<file path="src/rtl/mac_pkg.sv">
// Shared definitions for the MAC family: accumulator width derivation,
// saturation limits and the per-stage framing record.
package mac_pkg;

  // Widest accumulator any helper below is asked to describe.
  localparam int MAC_MAX_W = 256;

  typedef struct packed {
    logic valid;
    logic last;
  } mac_stage_t;

  function automatic int acc_w(input int width, input int guard);
    return 2 * width + guard;
  endfunction

  function automatic logic [MAC_MAX_W-1:0] sat_max_u(input int w);
    return {MAC_MAX_W{1'b1}} >> (MAC_MAX_W - w);
  endfunction

  function automatic logic [MAC_MAX_W-1:0] sat_min_u(input int w);
    return {MAC_MAX_W{1'b0}} & ({MAC_MAX_W{1'b1}} >> (MAC_MAX_W - w));
  endfunction

  function automatic logic [MAC_MAX_W-1:0] sat_max_s(input int w);
    return {MAC_MAX_W{1'b1}} >> (MAC_MAX_W - w + 1);
  endfunction

  function automatic logic [MAC_MAX_W-1:0] sat_min_s(input int w);
    return {{(MAC_MAX_W-1){1'b0}}, 1'b1} << (w - 1);
  endfunction

endpackage

</file>
<file path="src/rtl/mac_sat_add.sv">
// Combinational W-bit adder with overflow detection and optional clamping,
// signed or unsigned; shared by accumulators and adder trees.
module mac_sat_add
  import mac_pkg::*;
#(
  parameter int W        = 40,
  parameter bit SIGNED   = 1'b0,
  parameter bit SATURATE = 1'b1
) (
  input  logic [W-1:0] acc,
  input  logic [W-1:0] addend,
  output logic [W-1:0] sum,
  output logic         ovf
);

  localparam logic [W-1:0] MAX_U = W'(sat_max_u(W));
  localparam logic [W-1:0] MAX_S = W'(sat_max_s(W));
  localparam logic [W-1:0] MIN_S = W'(sat_min_s(W));

  logic [W:0] wide_sum;

  // Signed overflow shows as disagreement between the guard bit and the MSB.
  always_comb begin
    if (SIGNED) begin
      wide_sum = {acc[W-1], acc} + {addend[W-1], addend};
      ovf      = wide_sum[W] ^ wide_sum[W-1];
    end else begin
      wide_sum = {1'b0, acc} + {1'b0, addend};
      ovf      = wide_sum[W];
    end

    if (ovf && SATURATE) begin
      if (SIGNED) begin
        sum = wide_sum[W] ? MIN_S : MAX_S;
      end else begin
        sum = MAX_U;
      end
    end else begin
      sum = wide_sum[W-1:0];
    end
  end

endmodule

</file>
<file path="src/rtl/mac_acc_pipe.sv">
// Three-stage multiply-accumulate: operand register, product register, then
// accumulator with valid/last framing that emits one result per vector.
module mac_acc_pipe
  import mac_pkg::*;
#(
  parameter int  WIDTH    = 16,
  parameter int  GUARD    = 8,
  parameter bit  SIGNED   = 1'b0,
  parameter bit  SATURATE = 1'b1,
  parameter int  CNT_W    = 16,
  localparam int ACC_W    = acc_w(WIDTH, GUARD)
) (
  input  logic             clk,
  input  logic             rst,
  input  logic             in_valid,
  input  logic [WIDTH-1:0] a,
  input  logic [WIDTH-1:0] b,
  input  logic             last,
  input  logic             flush,
  output logic             out_valid,
  output logic [ACC_W-1:0] out_data,
  output logic             out_ovf,
  output logic [CNT_W-1:0] out_count,
  output logic             busy
);

  mac_stage_t s1_q, s1_d, s2_q, s2_d;
  logic [WIDTH-1:0]          a_q, a_d, b_q, b_d;
  logic [ACC_W-1:0]          prod_q, prod_d, acc_q, acc_d, out_data_q, out_data_d;
  logic                      ovf_q, ovf_d, out_ovf_q, out_ovf_d, out_valid_q, out_valid_d;
  logic [CNT_W-1:0]          cnt_q, cnt_d, out_count_q, out_count_d, cnt_inc;
  logic [ACC_W-1:0]          sum;
  logic                      sum_ovf;
  logic signed [2*WIDTH-1:0] prod_signed;
  logic [2*WIDTH-1:0]        prod_unsigned;

  mac_sat_add #(
    .W        (ACC_W),
    .SIGNED   (SIGNED),
    .SATURATE (SATURATE)
  ) u_sat_add (
    .acc    (acc_q),
    .addend (prod_q),
    .sum    (sum),
    .ovf    (sum_ovf)
  );

  // Operands are widened before multiplying so the product is exact in 2*WIDTH bits.
  always_comb begin
    s1_d.valid    = in_valid & ~flush;
    s1_d.last     = in_valid & last;
    a_d           = a;
    b_d           = b;
    s2_d.valid    = s1_q.valid & ~flush;
    s2_d.last     = s1_q.last;
    prod_signed   = $signed({{WIDTH{a_q[WIDTH-1]}}, a_q}) * $signed({{WIDTH{b_q[WIDTH-1]}}, b_q});
    prod_unsigned = {{WIDTH{1'b0}}, a_q} * {{WIDTH{1'b0}}, b_q};
    if (SIGNED) begin
      prod_d = ACC_W'(prod_signed);
    end else begin
      prod_d = ACC_W'(prod_unsigned);
    end
  end

  assign cnt_inc = (cnt_q == {CNT_W{1'b1}}) ? cnt_q : cnt_q + {{(CNT_W-1){1'b0}}, 1'b1};

  // A last beat publishes the post-update totals and reopens the vector in the same edge.
  always_comb begin
    acc_d       = acc_q;
    ovf_d       = ovf_q;
    cnt_d       = cnt_q;
    out_data_d  = out_data_q;
    out_ovf_d   = out_ovf_q;
    out_count_d = out_count_q;
    out_valid_d = 1'b0;
    if (flush) begin
      acc_d = {ACC_W{1'b0}};
      ovf_d = 1'b0;
      cnt_d = {CNT_W{1'b0}};
    end else if (s2_q.valid) begin
      if (s2_q.last) begin
        out_data_d  = sum;
        out_ovf_d   = ovf_q | sum_ovf;
        out_count_d = cnt_inc;
        out_valid_d = 1'b1;
        acc_d       = {ACC_W{1'b0}};
        ovf_d       = 1'b0;
        cnt_d       = {CNT_W{1'b0}};
      end else begin
        acc_d = sum;
        ovf_d = ovf_q | sum_ovf;
        cnt_d = cnt_inc;
      end
    end else begin
      acc_d = acc_q;
    end
  end

  always_ff @(posedge clk) begin
    if (rst) begin
      s1_q        <= '{valid: 1'b0, last: 1'b0};
      s2_q        <= '{valid: 1'b0, last: 1'b0};
      a_q         <= {WIDTH{1'b0}};
      b_q         <= {WIDTH{1'b0}};
      prod_q      <= {ACC_W{1'b0}};
      acc_q       <= {ACC_W{1'b0}};
      ovf_q       <= 1'b0;
      cnt_q       <= {CNT_W{1'b0}};
      out_data_q  <= {ACC_W{1'b0}};
      out_ovf_q   <= 1'b0;
      out_count_q <= {CNT_W{1'b0}};
      out_valid_q <= 1'b0;
    end else begin
      s1_q        <= s1_d;
      s2_q        <= s2_d;
      a_q         <= a_d;
      b_q         <= b_d;
      prod_q      <= prod_d;
      acc_q       <= acc_d;
      ovf_q       <= ovf_d;
      cnt_q       <= cnt_d;
      out_data_q  <= out_data_d;
      out_ovf_q   <= out_ovf_d;
      out_count_q <= out_count_d;
      out_valid_q <= out_valid_d;
    end
  end

  assign out_valid = out_valid_q;
  assign out_data  = out_data_q;
  assign out_ovf   = out_ovf_q;
  assign out_count = out_count_q;
  assign busy      = s1_q.valid | s2_q.valid | (cnt_q != {CNT_W{1'b0}});

endmodule

</file>
<file path="config.mk">
export PLATFORM = sky130hd
export DESIGN_NAME = mac_acc_pipe
export DESIGN_NICKNAME = d
export VERILOG_FILES = /design/src/rtl/mac_pkg.sv /design/src/rtl/mac_sat_add.sv /design/src/rtl/mac_acc_pipe.sv
export SDC_FILE = /design/constraint.sdc
export NUM_CORES = 1
export LEC_CHECK = 0
export BUFFER_PORTS_ARGS = -buffer_cell sky130_fd_sc_hd__buf_2
export CAP_MARGIN = 20
export CELL_PAD_IN_SITES_DETAIL_PLACEMENT = 1
export CELL_PAD_IN_SITES_GLOBAL_PLACEMENT = 2
export CORE_MARGIN = 2
export CORE_UTILIZATION = 39
export DETAILED_ROUTE_END_ITERATION = 7
export PLACE_DENSITY_LB_ADDON = 0.15
export SYNTH_ARGS = -nofsm -noshare
export SYNTH_HDL_FRONTEND = slang
export SYNTH_HIERARCHICAL = 1
export SYNTH_SLANG_ARGS = --single-unit
export TNS_END_PERCENT = 5
</file>
<file path="constraint.sdc">
create_clock -name clk -period 7.86 [get_ports clk]
set_clock_uncertainty 0.05 [all_clocks]
set_input_delay 0.393 -clock clk [delete_from_list [all_inputs] [get_ports clk]]
set_output_delay 0.393 -clock clk [all_outputs]
set_load 0.05 [all_outputs]
</file>
Yosys cells after proc, flatten, opt, wreduce, memory -nomap -nowiden
Cells that the tools add are included.
{ "totals": {"elab_cells": 37, "out_inout_bits": 59, "ff_bits": 191} }
{ "classes": {"add_sub_neg": 2, "multipliers": 1, "n_bitwise": 8, "reduce_logical": 4, "mux": 6, "eq_ne": 1} }
{ "ops": {"columns": ["op", "count"], "rows": [
  ["$mux 40", 2],
  ["$add 40x40->41", 1],
  ["$mul 16x16->32", 1],
  ["$mux 16", 2],
  ["$add 16x1->16 const B", 1],
  ["$eq 16x16->1 const B", 1],
  ["$reduce_bool 16->1", 1],
  ["$and 1x1->1", 3],
  ["$or 1x1->1", 3],
  ["$reduce_and 3->1", 1],
  ["$reduce_or 3->1", 1],
  ["$mux 1", 2],
  ["$not 1->1", 2],
  ["$reduce_or 2->1", 1]
]} }

Longest topological paths before layout
Gate-level depths: netlist of the first run.
{ "depth": {"word_depth": 3, "ltp_mapped": 22} }

Modules after synthesis
Netlist of the first run, hierarchy kept.
{ "modules_own_cells": {"columns": ["module", "cells_each", "seq_area_each_um2", "area_per_inst_um2", "instances"], "rows": [
  ["mac_acc_pipe", 1736, 3663.5, 15100.7, 1],
  ["mac_sat_add", 399, 0.0, 2685.1, 1]
]} }

Least setup slack after synthesis of the first run
No wires, ideal clock.
{ "synth_timing": {"kind": "register to register", "from": "reg b_q[9]", "to": "reg prod_q[28]", "setup_time_ns": 0.079, "period_less_slack_ns": 5.766, "stages_incl_launch_ff": 21, "setup_slack_ns": 2.094, "arrival_ns": 5.637, "path_cell_list": "dfxtp_1 -> clkbuf_1 -> nand2_1 -> fa_1 -> inv_1 -> fa_1 -> inv_1 -> fa_1 -> inv_1 -> fa_1 -> fa_1 -> inv_1 -> fa_1 -> inv_1 -> ha_1 -> nand2_1 -> or3_1 -> o31ai_1 -> o22ai_1 -> or4_1 -> o211ai_1"} }
{ "synth_via": {"elab_chain_len": 1} }
{ "synth_rtl": {"columns": ["item", "line_no", "text"], "rows": [
  ["start, declared", "mac_acc_pipe.sv:28", "logic [WIDTH-1:0] a_q, a_d, b_q, b_d;"],
  ["start signal, assigned", "mac_acc_pipe.sv:104", "b_q <= {WIDTH{1'b0}};"],
  ["$mul 16x16->32", "mac_acc_pipe.sv:57", "prod_unsigned = {{WIDTH{1'b0}}, a_q} * {{WIDTH{1'b0}}, b_q};"],
  ["end signal, assigned", "mac_acc_pipe.sv:105", "prod_q <= {ACC_W{1'b0}};"],
  ["end signal, assigned", "mac_acc_pipe.sv:118", "prod_q <= prod_d;"],
  ["end, declared", "mac_acc_pipe.sv:29", "logic [ACC_W-1:0] prod_q, prod_d, acc_q, acc_d, out_data_q, out_data_d;"]
]} }
No other way between the ends.
A chain may end at the register's enable or synchronous reset.

Final worst setup path of the first run
{ "layout_timing": {"from": "reg a_q[7]", "to": "reg prod_q[28]"} }
{ "layout_via": {"elab_chain_len": 1} }
{ "layout_rtl": {"columns": ["item", "line_no", "text"], "rows": [
  ["start, declared", "mac_acc_pipe.sv:28", null],
  ["start signal, assigned", "mac_acc_pipe.sv:103", "a_q <= {WIDTH{1'b0}};"],
  ["$mul 16x16->32", "mac_acc_pipe.sv:57", null]
]} }
No other way between the ends.

==> results of run 1 <==
-- worst max-delay path: stages, from the launching register on --
cell      delay, ns
dfxtp_1        0.78
nand2_1        0.19
fa_1           0.56
inv_1          0.05
fa_1           0.46
fa_1           0.54
fa_1           0.52
fa_1           0.55
inv_1          0.05
fa_1           0.52
inv_1          0.04
ha_1           0.45
nand4_1        0.16
or3_1          0.36
o31ai_1        0.33
o22ai_1        0.18
or4_1          0.42
o211ai_1       0.10
-- kinds of logic after synthesis --
| kind of cell | after synthesis | share of synthesized area |
|---|---|---|
| buf+inv | 369 | 0.08188 |
| simple gates | 796 | 0.2202 |
| xor+xnor | 58 | 0.02856 |
| compound gates | 384 | 0.1393 |
| fa+ha+maj | 341 | 0.3222 |
| other cells | 1 | 0.0002108 |
| mux | 3 | 0.001688 |
| flops | 183 | 0.2060 |
-- worst min path at each step --
stage	end	slack [ns]	cells past startpoint
final	b_q[8]	0.06	2
after detailed placement	s2_q[0]	0.38	1
after CTS	b_q[7]	0.01	2
after global placement	s2_q[0]	0.38	1
after global routing	b_q[7]	0.04	2
after floorplan	s2_q[1]	0.36	2
-- cell usage after synthesis, types with 4 or more instances --
cell	instances
o31ai_1	6
ha_1	146
a22oi_1	5
a21o_1	26
o21ai_1	10
o31a_1	4
a211oi_1	17
nand2_1	317
nor3_1	22
and2_1	118
nor3b_1	9
fa_1	195
clkbuf_1	79
a21oi_1	174
nor2_1	142
a21boi_0	4
a31oi_1	12
nand3_1	20
and3_1	7
buf_4	4
buf_1	7
dfxtp_1	183
xnor2_1	35
nand4_1	25
and4_1	8
buf_2	21
nor2b_1	84
xor2_1	23
o21ai_0	47
o211ai_1	10
or3_1	4
o21bai_1	12
inv_1	253
a221oi_1	4
nor4_1	9
o21a_1	12
buf_6	4
or2_2	4
-- layout by cell type, fill, tap and decap left out, drive strengths merged, types with 19 or more instances in the layout --
cell / n
clkbuf: 19
ha: 146
xor2: 23
a211oi: 19
fa: 195
nand4: 27
dfxtp: 183
and2: 118
inv: 259
buf: 102
a21oi: 177
xnor2: 35
a21o: 27
nand3: 21
nor3: 22
nand2: 318
nor2b: 84
o21ai: 57
nor2: 147
-- routing by layer --
metal | vias up | routed length [um] | GRT usage
li1 | 6950 | - | -
met1 | 7108 | 23750 | 0.2985
met2 | 180 | 23030 | 0.3576
met3 | 37 | 1634 | 0.03877
met4 | 0 | 609 | 0.04909
met5 | - | 0 | 0
-- flip-flops by register name, indices dropped and copies added, names as in the netlist --
name	cells
a_q	16
acc_q	40
b_q	16
cnt_q	16
out_count	16
out_data	40
out_ovf	1
out_valid	1
ovf_q	1
prod_q	32
s1_q	2
s2_q	2
-- through the flow --
step / hold slack [ns] / worst slack, ns / instance area, sq um
floorplan: 0.3580 / 2.094 / 17810
global placement: 0.3750 / 1.590 / 18590
global route: 0.03505 / 1.133 / 19190
finish: 0.05653 / 1.451 / 19190
CTS: 0.01291 / 1.468 / 19170
detailed placement: 0.3823 / 1.492 / 18610
-- power breakdown --
group / internal (mW) / leakage [nW] / switching (mW)
sequential: 0.977 / 1.49 / 0.0659
clock: 0.449 / 0.278 / 0.430
combinational: 0.391 / 7.06 / 0.649
total: 1.82 / 8.82 / 1.14
-- layout make-up --
type	instances	area [sq um]
Clock inverter	12	118.9
Fill cell	5429	25990
Clock buffer	19	442.9
Inverter	254	953.4
Tap cell	600	750.7
Multi-Input combinational cell	1590	12710
Timing Repair Buffer	102	555.5
Sequential cell	183	3665
==> metrics.md, run 1 <==
| Metric | Value |
|---|---|
| GP Congestion | approximately 0.84 |
| IO buf count | 95 |
| Chip width | 217.6 um |
| Initial DRC Count | ~620 |
| Postcts setup bufs | 0 |
| Critical path type | reg -> reg |
| P_leak | about 8.8 nW |
| Non-Filler Instances | between 2000 and 3000 |
| Resize count post-CTS | 0 |
| Detail Placement HPWL | ~39000 um |
| Pwr dens | about 150 mW/mm^2 |
| Share of post-route cells with drive strength above 1 | 0.08056 |
| Most area-hungry cell type in the Yosys netlist | fa_1 |
| CP Launch Type | flop |
| WP data arrival | 6.78 ns |
| FF-to-FF End | prod_q[28] |
| Routed wire length | around 49000 um |
| CP Capture Type | flop |
| # clock sinks | 183 |
| Setup total negative slack | 0 ns |
| Async set-reset flop share out of synthesis | 0 |
| Number of synthesized register bits | 183 |
| Worst rel slew slack | 0.3713 |
| Fin crit period | ~6.4 ns |
| # rows | slightly below 80 |
| RR Startpoint | a_q[7] |
| RSZ-0062 raised after global routing | no |
| Routed via count | roughly 14000 |
| Peak Freq | 156.0 MHz |
| Yosys warning count | 6 |
| # setup viols final | 0 |
| Largest net degree at the start of global routing | 82 |
| Die H | between 200 and 250 um |
| GRT Total Usage | 0.2178 |
| Max-slew violation count | 0 |
| Vias per std cell | between 5 and 6 |
| Clock Pin Slew Worst Setup and Hold Paths | roughly 0.070 ns |
| Ys flop type | dfxtp_1 |
| Worst Setup SP | a_q[7] |
| CTS tree | built |
| Status | finished clean |
| Final count of hold timing violations | 0 |
| GRT overflow | 0 |
| Skew-Pair Late Insertion Delay | about 0.50 ns |
| Design Power | approximately 3.0 mW |
| Post-synthesis sequential area ratio | 0.2060 |
| Ports | 96 |
| Maximum root-to-sink buffer count | 2 |
| Initial Util | 0.3936 |
| Cts hold-fix bufs | 0 |
| CTS H-tree lvls | 4 |
| First-pass GRT wire length | a little over 80000 um |
| Synth-to-Final Area Change | 7.914% |
| Total Die Area | around 0.047 sq mm |
| CTS Buf Count | 17 |
| Drt first pass iters | 5 |
| Yosys cell types | 84 |
| Placed cells | between 2000 and 3000 |
| DRT antenna net count | 0 |
| Slew @ Worst Pin | 0.9409 ns |
| Critical path fanouts, max | 16 |
| Final Core Density | 0.4248 |
| Diodes inserted | 0 |
| Synth top area share | 0.2195 |
| Maxcap violations | 0 |
| Top cells by area, synth | fa_1, dfxtp_1, ha_1, nand2_1, inv_1 |
| Min-Delay Path Class | in -> reg |
| Root buffer cell | clkbuf_16 |
| EDFF count, synth | 0 |
| # nets final | ~2500 |
| Residual DRC | 0 |
| Syn Inst Count | around 2100 |
| Initial antenna violation count | 0 |
| Max VDD drop | about 0.00014 V |
| Min-delay src | b[8] |
| FF-to-FF path depth | 17 |
| Crit path to | prod_q[28] |
| Final period util | 0.8154 |
| Placeable Area | roughly 0.045 sq mm |
| Synth Cell Area | ~0.018 sq mm |
| Reg2Reg Setup Slack | around 1.5 ns |
| Wirelength per Cell | approximately 18 um |
| Mean post-synth cell area | around 8.3 sq um |
| Vias in the first global route | about 15000 |
| Worst path required time | just over 8 ns |
Power figures use the tool's default switching activity.
==> run 2, diff against run 1 <==
- ABC_AREA: not set -> 1
- CORE_UTILIZATION: 39 -> 36
- clock period: 7.86 -> 6.6 ns (I/O delays scaled with it)
==> run 2 against run 1 <==
Area after synthesis up 6.4%. Sequential share of layout area decreased by 1.6 points. Routed wire length up 23%. Combinational power rose by 18%. Power grew 20%. Final cell count rose by 31%. Setup slack worse by 0.89 ns. Register-to-register slack worse by 0.89 ns. First-iteration DRC count shrank 10%. Non-clock buffer count grew 53. Synthesized cell count up 33%. Utilization down 2.3 points.
==> metrics.md, run 2 <==
| Metric | Value |
|---|---|
| Max VDD drop | 0.0002321 V (was 0.0001377 V) |
| Most area-hungry cell type in the Yosys netlist | fa_1 (unchanged) |
| Maxcap violations | 0 (unchanged) |
| Vias in the first global route | 18823 (was 15197) |
| Share of post-route cells with drive strength above 1 | 0.06171 (was 0.08056) |
| Commonest non-fill, non-tap cell in the layout | nand2_1 (unchanged) |
| Number of synthesized register bits | 183 (unchanged) |
| Synth-to-Final Area Change | 10.82% (was 7.914%) |
| EDFF count, synth | 0 (unchanged) |
| Post-synth top cells | nand2_1, inv_1, nor2_1, fa_1, dfxtp_1 (was nand2_1, inv_1, fa_1, dfxtp_1, a21oi_1) |
| Most instantiated library cell after synthesis | nand2_1 (unchanged) |
| Async set-reset flop share out of synthesis | 0 (unchanged) |
| Initial DRC Count | 552 (was 615) |
| Slew @ Worst Pin | 0.8893 ns (was 0.9409 ns) |
| Peak Freq | 165.5 MHz (was 156.0 MHz) |
| Final period util | 0.9154 (was 0.8154) |
| CTS H-tree lvls | 4 (unchanged) |
| First-pass GRT wire length | 99010 um (was 81640 um) |
| # nets final | 3298 (was 2526) |
| # clock sinks | 183 (unchanged) |
| Detail Placement HPWL | 49000 um (was 38740 um) |
| Min-Delay Path Class | reg -> reg (was in -> reg) |
| Worst rel slew slack | 0.4063 (was 0.3713) |
| Syn Inst Count | 2849 (was 2135) |
| Critical path cell sequence | nand2_1 -> fa_1 -> inv_1 -> fa_1 -> fa_1 -> fa_1 -> fa_1 -> inv_1 -> fa_1 -> inv_1 -> ha_1 -> nand2_1 -> nor2_1 -> nand2_1 -> a21oi_1 -> o21ai_0 -> nand2_1 -> nor2_1 (was nand2_1 -> fa_1 -> inv_1 -> fa_1 -> fa_1 -> fa_1 -> fa_1 -> inv_1 -> fa_1 -> inv_1 -> ha_1 -> nand4_1 -> or3_1 -> o31ai_1 -> o22ai_1 -> or4_1 -> o211ai_1) |
| GP Congestion | 0.9030 (was 0.8439) |
| Setup total negative slack | 0 ns (unchanged) |
| Root buffer cell | clkbuf_16 (unchanged) |
| Dpl ws | 0.5377 ns (was 1.492 ns) |
| Critical path type | reg -> reg (unchanged) |
| Worst path required time | 6.93 ns (was 8.23 ns) |
| Ports | 96 (unchanged) |
| Yosys cell types | 36 (was 84) |
| DRT antenna net count | 0 (unchanged) |
| CTS Buf Count | 17 (unchanged) |
| Clock Pin Slew Worst Setup and Hold Paths | 0.08 ns (was 0.07 ns) |
| Routed via count | 17123 (was 14275) |
| CP top delay family | adder cells (unchanged) |
| CP Launch Type | flop (unchanged) |
| Status | finished clean (unchanged) |
| Initial antenna violation count | 0 (unchanged) |
| Worst Hold Depth | 2 (unchanged) |
| RSZ-0062 raised after global routing | no (unchanged) |
| Number of cells on the critical path | 18 (was 17) |
| Most used cell, CP | fa_1 (unchanged) |
| Fin area | 0.02097 sq mm (was 0.01919 sq mm) |
| Post-route worst setup slack | 0.5586 ns (was 1.451 ns) |
| Critical path fanouts, max | 16 (unchanged) |
| Synth Cell Area | 0.01893 sq mm (was 0.01779 sq mm) |
| GRT Total Usage | 0.2355 (was 0.2178) |
| Skew-Pair Late Insertion Delay | 0.51 ns (was 0.50 ns) |
| WP data arrival | 6.37 ns (was 6.78 ns) |
| Seq. cell area | 0.003664 sq mm (was 0.003665 sq mm) |
| Top cells by area, synth | fa_1, dfxtp_1, nand2_1, inv_1, ha_1 (was fa_1, dfxtp_1, ha_1, nand2_1, inv_1) |
| # setup viols final | 0 (unchanged) |
| Dpl cell area | 0.02001 sq mm (was 0.01861 sq mm) |
| Cts hold-fix bufs | 36 (was 0) |
| Slowest cell on crit path | dfxtp_1 (unchanged) |
| Mean post-synth cell area | 6.643 sq um (was 8.331 sq um) |
| Placeable Area | 0.05224 sq mm (was 0.04519 sq mm) |
| Initial Util | 0.3623 (was 0.3936) |
| Die H | 233.3 um (was 217.6 um) |
| Pwr dens | 169.8 mW/mm^2 (was 154.3 mW/mm^2) |
| Maximum root-to-sink buffer count | 2 (unchanged) |
| Most frequent cells in the layout | nand2_1, inv_1, nor2_1 (was nand2_1, inv_1, fa_1) |
| CP Capture Type | flop (unchanged) |
| FF-to-FF path depth | 18 (was 17) |
| Postcts setup bufs | 0 (unchanged) |
| Slowest stage delay, CP | 0.91 ns (was 0.78 ns) |
| Post-synthesis sequential area ratio | 0.1936 (was 0.2060) |
| Total Die Area | 0.05442 sq mm (was 0.04733 sq mm) |
| Routed wire length | 60310 um (was 49030 um) |
| Largest net degree at the start of global routing | 72 (was 82) |
| Synth top area share | 0.2063 (was 0.2195) |
| Filler instances | 6770 (was 5429) |
| # rows | 84 (was 78) |
| Worst Hold Margin | 0.3564 ns (was 0.05653 ns) |
| Diodes inserted | 0 (unchanged) |
| Resize count post-CTS | 0 (unchanged) |
| Wirelength per Cell | 16.66 um (was 17.76 um) |
| Ys flop type | dfxtp_1 (unchanged) |
| IO buf count | 95 (unchanged) |
| Drt first pass iters | 5 (unchanged) |
| Fin crit period | 6.041 ns (was 6.409 ns) |
| Vias per std cell | 4.729 (was 5.172) |
| Yosys warning count | 6 (unchanged) |
| GRT overflow | 0 (unchanged) |
| Worst path bufs/invs | 3 (unchanged) |
| Max-slew violation count | 0 (unchanged) |
| Final count of hold timing violations | 0 (unchanged) |
| Chip width | 233.3 um (was 217.6 um) |
| Residual DRC | 0 (unchanged) |
| P_leak | 12.02 nW (was 8.824 nW) |
| CTS tree | built (unchanged) |
| Area of the multi-input gates | 0.01243 sq mm (was 0.01271 sq mm) |
## run 2: cell types whose count changed after synthesis, moves of 68 or more
| cell | previous run | this run |
|---|---|---|
| and2_1 | 118 | 4 |
| nand2_1 | 317 | 888 |
| nand3_1 | 20 | 88 |
| nor2_1 | 142 | 304 |
| inv_1 | 253 | 636 |
| nor2b_1 | 84 | 0 |
## run 2: metal layers
metal,track usage,part of all wire,vias to the layer above
li1,-,-,8488
met1,0.2740,0.44,8336
met2,0.4352,0.51,204
met3,0.03088,0.022,95
met4,0.09136,0.034,0
met5,0,0,-
## run 2: worst paths after layout
kind	startpoint	to	slack, ns
setup reg to reg	a_q[5]	prod_q[19]	0.56
hold reg to reg	s1_q[0]	s2_q[0]	0.36
hold / removal	s1_q[0]	s2_q[0]	0.36
setup / recovery	a_q[5]	prod_q[19]	0.56
## run 2: stage by stage
step	cells	power (mW)	util
floorplan	2856	2.117	-
global placement	3553	2.477	0.3832
detailed placement	3553	2.499	0.3832
CTS	3621	3.635	0.4015
global route	3621	3.860	0.4015
finish	3621	3.561	0.4015
## run 2: kinds of logic (layout without fill, tap and decap cells)
group / Yosys count / in the layout / share of synthesized area
flops: 183 / 183 / 0.1936
compound gates: 215 / 215 / 0.05996
simple gates: 1327 / 1327 / 0.2771
other cells: 1 / 8 / 0.0001981
xor+xnor: 32 / 32 / 0.01481
fa+ha+maj: 341 / 341 / 0.3028
buf+inv: 750 / 827 / 0.1516
## run 2: final cells by class
cell class                      count  share of cell area
Clock inverter                     15            0.008292
Clock buffer                       17             0.02028
Timing Repair Buffer              155             0.04844
Sequential cell                   183              0.1747
Multi-Input combinational cell   1923              0.5927
Inverter                          640              0.1145
Tap cell                          688             0.04104
## run 2: report_power, final
part | switching, mW | internal (mW)
sequential | 0.0799 | 1.16
combinational | 0.795 | 0.437
clock | 0.574 | 0.511
## run 2: tightest hold or removal path, stage by stage (launching register included)
cell	delay [ns]
dfxtp_1	0.30
inv_1	0.04
nor2_1	0.03
